**src/rtl/xor_net_pkg.sv**
```systemverilog
// Shared types and constants for the XOR network scheduler: Q8.8 encodings,
// scheduler state encoding and the default network pipeline depth.
package xor_net_pkg;

   localparam logic [15:0] ONE  = 16'h0100;
   localparam logic [15:0] HALF = 16'h0080;
   localparam logic [15:0] ZERO = 16'h0000;

   localparam int DEF_NET_LATENCY = 2;

   typedef enum logic [1:0] {
      IDLE,
      WAIT,
      RESP
   } sched_state_t;

   typedef struct packed {
      logic [15:0] a;
      logic [15:0] b;
      logic [15:0] c;
   } operands_t;

   // The network only ever returns ONE or ZERO; anything nonzero reads as a 1.
   function automatic logic q88_nonzero(input logic [15:0] v);
      return v != ZERO;
   endfunction

endpackage

```
**src/rtl/rr_arbiter.sv**
```systemverilog
// Combinational round-robin arbiter: first asserted request at or above ptr,
// wrapping modulo N; zero latency, no storage, no backpressure of its own.
module rr_arbiter #(
   parameter int N     = 2,
   parameter int IDX_W = 1
) (
   input  logic [N-1:0]     req,
   input  logic [IDX_W-1:0] ptr,
   output logic [N-1:0]     grant,
   output logic [IDX_W-1:0] idx,
   output logic             found
);

   logic [IDX_W-1:0] k;

   always_comb begin
      grant = '0;
      idx   = '0;
      found = 1'b0;
      k     = '0;
      for (int i = 0; i < N; i++) begin
         k = IDX_W'((int'(ptr) + i) % N);
         if (!found && req[k]) begin
            found    = 1'b1;
            grant[k] = 1'b1;
            idx      = k;
         end
      end
   end

endmodule

```
**src/rtl/xor_net_scheduler.sv**
```systemverilog
// Time-shares one XOR inference network among NUM_REQ requesters; response valid
// NET_LATENCY+1 edges after accept, held until rsp_ready, one request in flight.
module xor_net_scheduler
   import xor_net_pkg::*;
#(
   parameter int NUM_REQ     = 2,
   parameter int ID_W        = (NUM_REQ > 1) ? $clog2(NUM_REQ) : 1,
   parameter int NET_LATENCY = DEF_NET_LATENCY,
   parameter int CNT_W       = 16
) (
   input  logic                    clk,
   input  logic                    rst,
   input  logic [NUM_REQ-1:0]      req_valid,
   input  logic [NUM_REQ*16-1:0]   req_a,
   input  logic [NUM_REQ*16-1:0]   req_b,
   input  logic [NUM_REQ*16-1:0]   req_c,
   output logic [NUM_REQ-1:0]      req_ready,
   output logic signed [15:0]      net_a,
   output logic signed [15:0]      net_b,
   output logic signed [15:0]      net_c,
   input  logic [15:0]             net_result,
   output logic                    rsp_valid,
   input  logic                    rsp_ready,
   output logic [15:0]             rsp_data,
   output logic                    rsp_bit,
   output logic [ID_W-1:0]         rsp_id,
   output logic                    busy,
   output logic [CNT_W-1:0]        done_count
);

   localparam int WC_W = $clog2(NET_LATENCY + 2);

   sched_state_t        state;
   logic [ID_W-1:0]     rr_ptr;
   logic [ID_W-1:0]     win_idx;
   logic [NUM_REQ-1:0]  grant;
   logic                any_req;
   logic [WC_W-1:0]     wait_cnt;
   operands_t           win_ops;

   rr_arbiter #(
      .N     (NUM_REQ),
      .IDX_W (ID_W)
   ) u_arb (
      .req   (req_valid),
      .ptr   (rr_ptr),
      .grant (grant),
      .idx   (win_idx),
      .found (any_req)
   );

   // Gated by rst so the ready lines drop the moment reset is applied.
   assign req_ready = (state == IDLE && !rst) ? grant : '0;
   assign busy      = (state != IDLE);

   always_comb begin
      win_ops = '0;
      for (int i = 0; i < NUM_REQ; i++) begin
         if (grant[i]) begin
            win_ops.a = req_a[i*16 +: 16];
            win_ops.b = req_b[i*16 +: 16];
            win_ops.c = req_c[i*16 +: 16];
         end
      end
   end

   always_ff @(posedge clk or posedge rst) begin
      if (rst) begin
         state      <= IDLE;
         rr_ptr     <= '0;
         wait_cnt   <= '0;
         net_a      <= '0;
         net_b      <= '0;
         net_c      <= '0;
         rsp_valid  <= 1'b0;
         rsp_data   <= '0;
         rsp_bit    <= 1'b0;
         rsp_id     <= '0;
         done_count <= '0;
      end else begin
         case (state)
            IDLE: begin
               if (any_req) begin
                  net_a    <= win_ops.a;
                  net_b    <= win_ops.b;
                  net_c    <= win_ops.c;
                  rsp_id   <= win_idx;
                  rr_ptr   <= (int'(win_idx) == NUM_REQ - 1) ? '0 : win_idx + 1'b1;
                  wait_cnt <= WC_W'(NET_LATENCY);
                  state    <= WAIT;
               end
            end
            WAIT: begin
               // One extra edge beyond the pipeline depth so the result register has settled.
               if (wait_cnt == '0) begin
                  rsp_data  <= net_result;
                  rsp_bit   <= q88_nonzero(net_result);
                  rsp_valid <= 1'b1;
                  state     <= RESP;
               end else begin
                  wait_cnt <= wait_cnt - 1'b1;
               end
            end
            RESP: begin
               if (rsp_ready) begin
                  rsp_valid  <= 1'b0;
                  done_count <= done_count + 1'b1;
                  state      <= IDLE;
               end
            end
            default: state <= IDLE;
         endcase
      end
   end

endmodule

```
**config.mk**
```make
export PLATFORM = sky130hd
export DESIGN_NAME = xor_net_scheduler
export DESIGN_NICKNAME = d
export VERILOG_FILES = /design/src/rtl/xor_net_pkg.sv /design/src/rtl/rr_arbiter.sv /design/src/rtl/xor_net_scheduler.sv
export SDC_FILE = /design/constraint.sdc
export NUM_CORES = 1
export LEC_CHECK = 0
export CAP_MARGIN = 30
export CORE_MARGIN = 1.5
export CORE_UTILIZATION = 37
export CTS_BUF_LIST = sky130_fd_sc_hd__clkbuf_8
export DETAILED_ROUTE_END_ITERATION = 10
export GPL_TIMING_DRIVEN = 0
export HOLD_SLACK_MARGIN = 0.03
export PLACE_DENSITY = 0.91
export SLEW_MARGIN = 5
export SYNTH_ARGS = -nofsm -noshare
export SYNTH_HDL_FRONTEND = slang
export SYNTH_SLANG_ARGS = --single-unit
```
**constraint.sdc**
```tcl
create_clock -name clk -period 4.6 [get_ports clk]
set_input_delay 1.15 -clock clk [delete_from_list [all_inputs] [get_ports clk]]
set_output_delay 1.15 -clock clk [all_outputs]
set_load 0.005 [all_outputs]
```
After elaboration in Yosys (flattened, before gate mapping):

Index checks and enable logic that the tools add are counted.
Widths: inputs -> output; s select.

* bits in registers: 88
* input port bits: 117
* logic and storage cells: 72

* add/subtract/negate cells: 4
* order comparisons: 4
* equality and inequality tests: 6
* multiplexer cells: 28
* bitwise logic cells: 1
* reduce and logical (&&, ||, !) cells: 18

Operators by type and width (count)
* $mux 48: 2
* $add 16x1->16 const B: 1
* $mux 2: 8
* $reduce_bool 16->1: 1
* $mux 1: 13
* $reduce_and 3->1: 3
* $ne 2x2->1 const B: 4
* $pmux 2 s3: 1
* $reduce_and 2->1: 3
* $reduce_bool 2->1: 3
* $logic_and 1x1->1: 4
* $logic_not 2->1: 2
* $lt 1x2->1 const B: 2
* $pmux 2 s2: 1
* $add 1x1->1 const B: 2
* $demux 1 s1: 2
* $eq 2x1->1 const B: 1
* $eq 2x2->1 const B: 1
* $ge 1x1->1 const B: 2
* $logic_not 1->1: 2
* $or 2x2->2: 1
* $pmux 1 s2: 1
* $sub 2x1->2 const B: 1

Depth between registers and ports, before layout:

Gate-level depths: netlist (run 1).

* word-level depth: 9
* mapped depth: 6
* mapped depth without buffers: 5

Hierarchy:

From an unflattened synthesis (run 1), not the netlist that was laid out.

* cell total of the unflattened synthesis: 357
* area total of the unflattened synthesis: 3839.9 µm²

By module, submodules not included
* xor_net_scheduler: instances 1, cells an instance 352, area an instance 3807.4 µm², sequential area each 2202.1 µm²
* rr_arbiter: instances 1, cells an instance 5, area an instance 32.5 µm², sequential area each 0.0 µm²

Worst setup path after synthesis (run 1):

OpenSTA, ideal clock, no wires.

* kind: input-to-output
* start point: input port rst
* end point: output port req_ready[0]
* arrival: 3.388 ns
* data required time: 3.450 ns
* path slack: 0.062 ns
* cell stages on the path: 2
* buffers on the path: 0
* cell sequence: inv_1 > and3_1

* word-level cells in the longest chain between the ends: 3

Ends and longest elaborated chain
* from (decl): line xor_net_scheduler.sv:12 `input logic rst,`
* $logic_not 1->1 (no source line)
* $logic_and 1x1->1: line xor_net_scheduler.sv:53 `assign req_ready = (state == IDLE && !rst) ? grant : '0;`
* $mux 2: line xor_net_scheduler.sv:53
* to (decl): line xor_net_scheduler.sv:17 `output logic [NUM_REQ-1:0] req_ready,`

Every way passes these cells.

Final worst setup path (run 1):

* start point: input port req_valid[0]
* end point: output port req_ready[0]

* word-level cells in the longest chain between the ends: 7
* elaborated cells between the ends (all ways): 11

Ends and longest elaborated chain
* from (decl): line xor_net_scheduler.sv:13 `input logic [NUM_REQ-1:0] req_valid,`
* $mux 1 (not written as such) (2 in series): line rr_arbiter.sv:23 `if (!found && req[k]) begin`
* $mux 1: line rr_arbiter.sv:23
* $logic_not 1->1: line rr_arbiter.sv:23
* $logic_and 1x1->1: line rr_arbiter.sv:23
* $mux 2 (*): line rr_arbiter.sv:23
* $mux 2 (*): line xor_net_scheduler.sv:53

Every way passes the cells marked *; elsewhere a longest branch is shown, timed or not. The select of a mux whose other input is x is not followed.

==> run summary, run 1 <==
status: finished, final reports clean
Num CTS Buffers: 9
critical path data arrival time: 3220 ps
worst path required time: 3450 ps
GP Congestion: 0.761
number of nets with antenna violations after routing: 0
post-route insts no fill: 701
cell count after synthesis: 349
Seq/Total Area, Yosys: 0.577
die area: 0.0109 mm²
Fillers: 793
DRC viols: 0
number of global-route vias before repair: 3862
first-pass GRT wire length: 18500 µm
Total GRT Usage: 0.213
Pwr Density: 585 mW/mm²
Placed Cells incl. Taps: 685
antenna violations before repair: 0
number of synthesized flops with an enable pin: 0
Ant. Diodes: 0
area share of the largest cell type after synthesis: 0.577
Critical R2R Launch: state[1]$_DFFE_PP0P_
WL/cell: 16.2 µm
drt total wl: 11400 µm
RSZ-0062 raised after global routing: no
Core Util, Final: 0.632
Vias: 3562
Slew Viols, Final: 0
clk slew on worst S/H paths: 80 ps
period utilization: 0.949
largest net degree at the start of global routing: 60
most numerous cell in the Yosys netlist: nor2_1
Setup Buffers After CTS: 0
fin nets: 682
Crit. End Element: output pin
post-layout min period: 4370 ps
fraction of layout cells with a size suffix above 1: 0.106
Row Count: 36
Unique masters post-synth: 36
Seq cells post-synth: 88
hold buffers post-CTS: 0
FFs w/ async S/R, synth: 1.00
port bufs: 202
core box area: 0.00991 mm²
final setup TNS: 0 ps
prevailing post-synth register cell: dfrtp_1
Final Hold Fails: 0
post-route cell area: 0.00626 mm²
crit path from: req_valid[0]
CP startpoint kind: input port
Clock Skew: 10.7 ps
critical path class: input port to output pin
grt ovf: 0
fmax: 229 MHz
htree depth: 3
Mean Syn Cell Area: 10.9 µm²
Mapped Nets: 468
Pleak: 2.58 nW
RR Endpoint: net_a[9]$_DFFE_PP0P_
clock sink count: 88
Worst Hold Class: register to register
TritonCTS clock tree: done
peak supply drop: 0.357 mV
chip width: 105 µm
Worst R2R Path Depth: 5
CTS resizes: 0
number of max-cap violations: 0
Slew HR: 0.687
post-detail-place hpwl: 8830 µm
clock buffer depth: 2
worst-path maximum fanout: 10
worst slew pin tran: 469 ps
root buf cell: clkbuf_8
Cell Area, Synth: 0.00382 mm²
post-synth top area cell: dfrtp_1
Initial Util: 0.385
Die Y: 105 µm
Area growth, synth to finish: 64.2%
DR pass1 iterations: 4
Final setup viols: 0
top area cells in the synthesized netlist: dfrtp_1 58%, a221oi_1 11%, nor2_1 9.5%, mux2_2 5.0%, xnor2_1 2.5%
yosys warns: 0
vias per inst: 5.08
DR iter-0 viols: 134
Worst-Skew Late Latency: 350 ps
dpl cell area: 0.00603 mm²
Reg2Reg Setup Slack: 2830 ps
Post-synth top cells: 97 x nor2_1, 88 x dfrtp_1, 47 x a221oi_1
IO Pins: 203
CP endpoint: req_ready[0]
through the flow:
step	power (W)	hold slack, ps	setup slack, ps
finish	0.00367	476	235
global route	0.00392	513	126
CTS	0.00371	483	234
detailed placement	0.00309	468	244
global placement	0.00301	460	-1580
floorplan	0.00209	451	62.4
worst min path at each step:
stage,start,to,cells past startpoint
2_1_floorplan,wait_cnt[0]$_DFFE_PP0P_,wait_cnt[0]$_DFFE_PP0P_,1
3_3_place_gp,wait_cnt[0]$_DFFE_PP0P_,wait_cnt[0]$_DFFE_PP0P_,1
3_5_place_dp,done_count[15]$_DFFE_PP0P_,done_count[15]$_DFFE_PP0P_,1
4_1_cts,wait_cnt[0]$_DFFE_PP0P_,wait_cnt[0]$_DFFE_PP0P_,1
5_1_grt,wait_cnt[0]$_DFFE_PP0P_,wait_cnt[0]$_DFFE_PP0P_,1
6_report,wait_cnt[0]$_DFFE_PP0P_,wait_cnt[0]$_DFFE_PP0P_,1
power by group:
group | switching [W] | internal (W) | leakage [nW]
clock | 0.000268 | 0.000335 | 0.119
sequential | 0.000204 | 0.00112 | 1.04
combinational | 0.000730 | 0.00101 | 1.42
total | 0.00120 | 0.00247 | 2.58
flip-flops by register name, indices dropped and copies added, names as in the netlist:
signal	cells
net_b	16
rsp_valid	1
rsp_data	16
state	2
net_a	16
rsp_bit	1
net_c	16
rr_ptr	1
rsp_id	1
done_count	16
wait_cnt	2
layout make-up:
| cell class | instances | area, µm² | area share |
|---|---|---|---|
| Sequential cell | 88 | 2200 | 0.352 |
| Timing Repair Buffer | 203 | 2050 | 0.327 |
| Multi-Input combinational cell | 231 | 1470 | 0.234 |
| Tap cell | 133 | 166 | 0.0266 |
| Clock buffer | 11 | 151 | 0.0242 |
| Buffer | 23 | 123 | 0.0196 |
| Clock inverter | 5 | 78.8 | 0.0126 |
| Inverter | 7 | 28.8 | 0.00459 |
metal layers:
layer | routed length, µm | track usage | share of wire | vias to the layer above
met5 | 0 | 0 | 0 | -
met4 | 241 | 0.0883 | 0.021 | 0
met3 | 795 | 0.0561 | 0.070 | 20
met2 | 5850 | 0.384 | 0.51 | 149
met1 | 4490 | 0.237 | 0.39 | 1718
li1 | - | - | - | 1675
layout by cell type (no fill, tap or decap), types with 2 or more instances in the layout:
cell type,netlist,final
a21boi_2,2,2
a221oi_1,47,47
and3_1,3,3
and4_1,2,2
buf_2,13,13
buf_6,2,2
bufinv_16,0,2
clkbuf_1,6,6
clkbuf_8,0,11
clkdlybuf4s50_1,0,202
clkinv_2,0,2
dfrtp_1,88,88
ha_1,2,2
inv_1,7,6
mux2_2,17,17
nand2_1,11,11
nand3_1,8,8
nand3b_1,2,2
nand4_1,3,3
nor2_1,97,97
nor4_1,4,4
o21ai_0,4,4
xnor2_1,11,11
xor2_1,4,4
critical path, stage by stage:
cell	delay, ps
clkdlybuf4s50_1	580
a21boi_2	290
buf_4	210
buf_2	270
and3_1	190
clkdlybuf4s50_1	520
cells by family (layout without fill, tap and decap cells):
group	after synthesis	count (layout)	synth area share
and+or+nand+nor	138	138	0.161
DFF	88	88	0.577
AOI/OAI and AO/OA	58	58	0.129
buffers and inverters	30	249	0.0390
muxes	18	18	0.0528
xor gates and xnor gates	15	15	0.0344
adders and majority gates	2	2	0.00656
Power figures use the tool's default switching activity.
==> run 2: changes to the inputs <==
==> constraint.sdc (replaced) <==
create_clock -name clk -period 4.6 [get_ports clk]
set_input_delay 1.15 -clock clk [delete_from_list [all_inputs] [get_ports clk]]
set_output_delay 1.15 -clock clk [all_outputs]
set_load 0.1 [all_outputs]
==> run 2 against run 1 <==
Worst hold slack worse by 2.8 ps. Non-clock buffer count is 1 higher. Final cell count is 0.14% higher. Register-to-register slack better by 90 ps. Via count hardly changed. Global-route usage is 0.53 points lower. Critical path depth stayed put. First-iteration DRC count is 48% lower. Core utilization is 0.063 points lower. Largest cell class unchanged. Sequential share of layout area hardly changed. Maximum frequency is 0.35% lower. Flip-flop and latch count stayed put.
==> run summary, run 2 (synthesized netlist as in run 1, its figures left out) <==
htree depth: 3
Setup WS post-layout: 220 ps
fmax: 228 MHz
Slew Viols, Final: 0
WL/cell: 15.9 µm
TritonCTS clock tree: done
Clock Skew: 10.6 ps
worst-path maximum fanout: 10
vias per inst: 5.08
register area: 0.00220 mm²
post-layout min period: 4380 ps
GP Congestion: 0.771
DR pass1 iterations: 4
grt ovf: 0
Reg2Reg Setup Slack: 2920 ps
Fillers: 795
worst path required time: 3450 ps
commonest cells after routing, fill and taps aside: 200 x clkdlybuf4s50_1, 97 x nor2_1, 88 x dfrtp_1
RR Endpoint: net_b[8]$_DFFE_PP0P_
root buf cell: clkbuf_8
number of nets with antenna violations after routing: 0
fraction of layout cells with a size suffix above 1: 0.105
WHS Path Cells: 1
hold buffers post-CTS: 0
IO Pins: 203
Slew HR: 0.311
clk slew on worst S/H paths: 80 ps
critical path data arrival time: 3230 ps
largest net degree at the start of global routing: 36
Critical R2R Launch: state[1]$_DFFE_PP0P_
Vias: 3563
Row Count: 36
Worst-Skew Late Latency: 340 ps
RSZ-0062 raised after global routing: no
Final Hold Fails: 0
Total GRT Usage: 0.208
worst slew pin tran: 1030 ps
Worst Hold Path EP: wait_cnt[0]$_DFFE_PP0P_
Worst R2R Path Depth: 5
Num CTS Buffers: 9
antenna violations before repair: 0
hold_sp: wait_cnt[0]$_DFFE_PP0P_
period utilization: 0.952
first-pass GRT wire length: 18100 µm
fin nets: 684
Crit. End Element: output pin
Initial Util: 0.385
commonest non-fill, non-tap cell in the layout: clkdlybuf4s50_1
drt total wl: 11200 µm
core box area: 0.00991 mm²
Worst Hold Class: register to register
clock buffer depth: 2
CP startpoint kind: input port
Die Y: 105 µm
number of global-route vias before repair: 3749
Setup WS pre-CTS: -467 ps
Final setup viols: 0
Ant. Diodes: 0
clock sink count: 88
multi-input logic area: 0.00147 mm²
critical path class: input port to output pin
die area: 0.0109 mm²
status: finished, final reports clean
post-detail-place hpwl: 8640 µm
chip width: 105 µm
port bufs: 202
DRC viols: 0
DR iter-0 viols: 70
number of max-cap violations: 0
Area growth, synth to finish: 64.0%
## run 2: cell count changes in the layout (fill, tap and decap cells not counted), sizes merged
| cell | delta |
|---|---|
| inv | +2 |
| clkdlybuf4s15 | +2 |
| buf | +1 |
| clkinvlp | +3 |
| clkdlybuf4s50 | -2 |
| clkinv | -3 |
| clkbuf | -2 |
## run 2: area by class of cell
cell class              count  share of cell area
clock inverters             6              0.0126
flip-flops and latches     88               0.352
well taps                 133              0.0266
repair buffers            204               0.330
repair inverters            1            0.000800
inverters                   7             0.00480
clock buffers               9              0.0198
plain buffers              23              0.0196
multi-input cells         231               0.234
## run 2: worst max-delay path, cell delays in order
cell and delay [ps]:
clkdlybuf4s50_1 570, a21boi_2 270, buf_4 210, buf_2 270, and3_1 190, clkdlybuf4s15_2 560
## run 2: worst max path at each step
stage / start / endpoint / slack [ps] / depth (start not counted)
3_3_place_gp: rst / req_ready[1] / -1430 / 4
4_1_cts: rst / req_ready[1] / 60 / 6
5_1_grt: rst / req_ready[1] / 60 / 6
2_1_floorplan: rst / req_ready[0] / 280 / 2
3_5_place_dp: rst / req_ready[1] / -470 / 6
6_report: req_valid[0] / req_ready[0] / 220 / 6
## run 2: metal layers
layer	vias up	GRT usage	part of all wire	wire length, µm
li1	1677	-	-	-
met1	1723	0.242	0.40	4480
met2	146	0.367	0.51	5700
met3	17	0.0512	0.069	775
met4	0	0.0823	0.020	219
met5	-	0	0	0
## run 2: what timing repair did
action                                  in CTS  in global routing
endpoints found under the setup margin       2                  1
setup buffers                                0                  0
cloned                                       0                  1
resized for setup                            6                  0
## run 2: stage by stage
stage	cell area, µm²	cells	TNS (ps)	util	hold WS [ps]
after floorplan	3820	349	0	-	451
after global placement	6010	684	-2840	0.606	461
after detailed placement	6050	686	-865	0.610	466
after CTS	6250	701	0	0.631	477
after global routing	6260	702	0	0.632	507
final	6260	702	0	0.632	473
Power of run 2 is left out: the tool's default activity adds up to more than one toggle a clock period on the data nets, which glitch-free logic cannot reach.
==> run 3: changes to the inputs <==
==> constraint.sdc (replaced) <==
create_clock -name clk -period 3.9 [get_ports clk]
set_input_delay 0.975 -clock clk [delete_from_list [all_inputs] [get_ports clk]]
set_output_delay 0.975 -clock clk [all_outputs]
set_load 0.1 [all_outputs]
==> run 3 against run 2 <==
Clock-buffer cell count is 1 higher. Critical endpoint unchanged. Core utilization up 0.15 points. Critical path type unchanged. Die area is the same. Largest cell class unchanged. Worst hold slack lost 1.1 ps.
==> run summary, run 3 (synthesized netlist as in run 1, its figures left out) <==
DRC viols: 0
worst-path maximum fanout: 10
TritonCTS clock tree: done
slowest CP cell: clkdlybuf4s50_1
largest net degree at the start of global routing: 33
Setup WS pre-CTS: -795 ps
number of global-route vias before repair: 3868
Largest delay share family, worst path: buffers and inverters
Die Y: 105 µm
crit path from: req_valid[0]
Slew Viols, Final: 0
fraction of layout cells with a size suffix above 1: 0.114
Total GRT Usage: 0.221
first-pass GRT wire length: 19100 µm
period utilization: 0.971
most used cell, CP: buf_4
Vias: 3588
RSZ-0062 raised after global routing: no
Placed Cells incl. Taps: 686
Crit. End Element: output pin
critical path class: input port to output pin
hold buffers post-CTS: 0
final setup TNS: 0 ps
Worst Hold Path EP: wait_cnt[0]$_DFFE_PP0P_
htree depth: 3
Cell Chain, Critical Path: clkdlybuf4s50_1 -> a21boi_4 -> buf_4 -> buf_2 -> and3_2 -> buf_4
Worst R2R Path Depth: 5
Ant. Diodes: 0
DR iter-0 viols: 148
Num CTS Buffers: 9
post-detail-place hpwl: 8950 µm
worst path required time: 2920 ps
critical path data arrival time: 2810 ps
drt total wl: 11500 µm
die area: 0.0109 mm²
commonest cells after routing, fill and taps aside: 200 x clkdlybuf4s50_1, 97 x nor2_1, 88 x dfrtp_1
IO Pins: 203
Final Hold Fails: 0
Final setup viols: 0
Critical R2R Launch: state[1]$_DFFE_PP0P_
Slew HR: 0.316
core box area: 0.00991 mm²
clock sink count: 88
DR pass1 iterations: 6
worst slew pin tran: 1020 ps
chip width: 105 µm
clk slew on worst S/H paths: 80 ps
WL/cell: 16.4 µm
Worst path max stage delay: 580 ps
vias per inst: 5.11
Area growth, synth to finish: 64.4%
fmax: 264 MHz
post-layout min period: 3790 ps
Setup WS post-layout: 111 ps
Row Count: 36
hold_sp: wait_cnt[0]$_DFFE_PP0P_
clock buffer depth: 2
GP Congestion: 0.754
antenna violations before repair: 0
number of max-cap violations: 0
RR Endpoint: net_b[5]$_DFFE_PP0P_
port bufs: 202
status: finished, final reports clean
post-route insts no fill: 702
WP buf/inv: 4
Clock Skew: 13.0 ps
Worst Hold Class: register to register
Initial Util: 0.385
Reg2Reg Setup Slack: 2160 ps
Worst-Skew Late Latency: 360 ps
CP startpoint kind: input port
grt ovf: 0
commonest non-fill, non-tap cell in the layout: clkdlybuf4s50_1
root buf cell: clkbuf_8
number of nets with antenna violations after routing: 0
fin nets: 685
Core Util, Final: 0.633
WHS Path Cells: 1
==> run 3: worst max-delay path by stage <==
stage,end,slack (ps),depth (start not counted)
6_report,req_ready[0],110,6
5_1_grt,req_ready[0],20,6
2_1_floorplan,req_ready[0],-20,2
3_3_place_gp,req_ready[1],-1840,4
3_5_place_dp,req_ready[0],-800,6
4_1_cts,req_ready[0],60,6
==> run 3: per-stage QoR <==
stage               hold WS, ps  area [µm²]
floorplan                   451        3820
global placement            462        6010
detailed placement          466        6050
CTS                         477        6260
global route                505        6270
finish                      472        6270
==> run 3: repair_timing <==
item | in CTS | in global routing
buffers inserted | 1 | 0
pin swaps | 0 | 0
endpoints found under the setup margin | 2 | 1
gates resized for setup | 11 | 2
cloned | 1 | 0
==> run 3: layout make-up <==
type	instances	area (µm²)
plain buffers	23	123
clock buffers	10	138
clock inverters	4	70.1
fillers	802	3640
inverters	7	30.0
multi-input cells	231	1480
flip-flops and latches	88	2200
well taps	133	166
repair buffers	205	2060
repair inverters	1	5.00
==> run 3: layer usage <==
metal / track usage / wire, µm / share of wire
met1: 0.253 / 4630 / 0.40
met2: 0.389 / 5860 / 0.51
met3: 0.0574 / 744 / 0.065
met4: 0.0982 / 282 / 0.024
met5: 0 / 0 / 0
Power of run 3 is left out for the same reason.
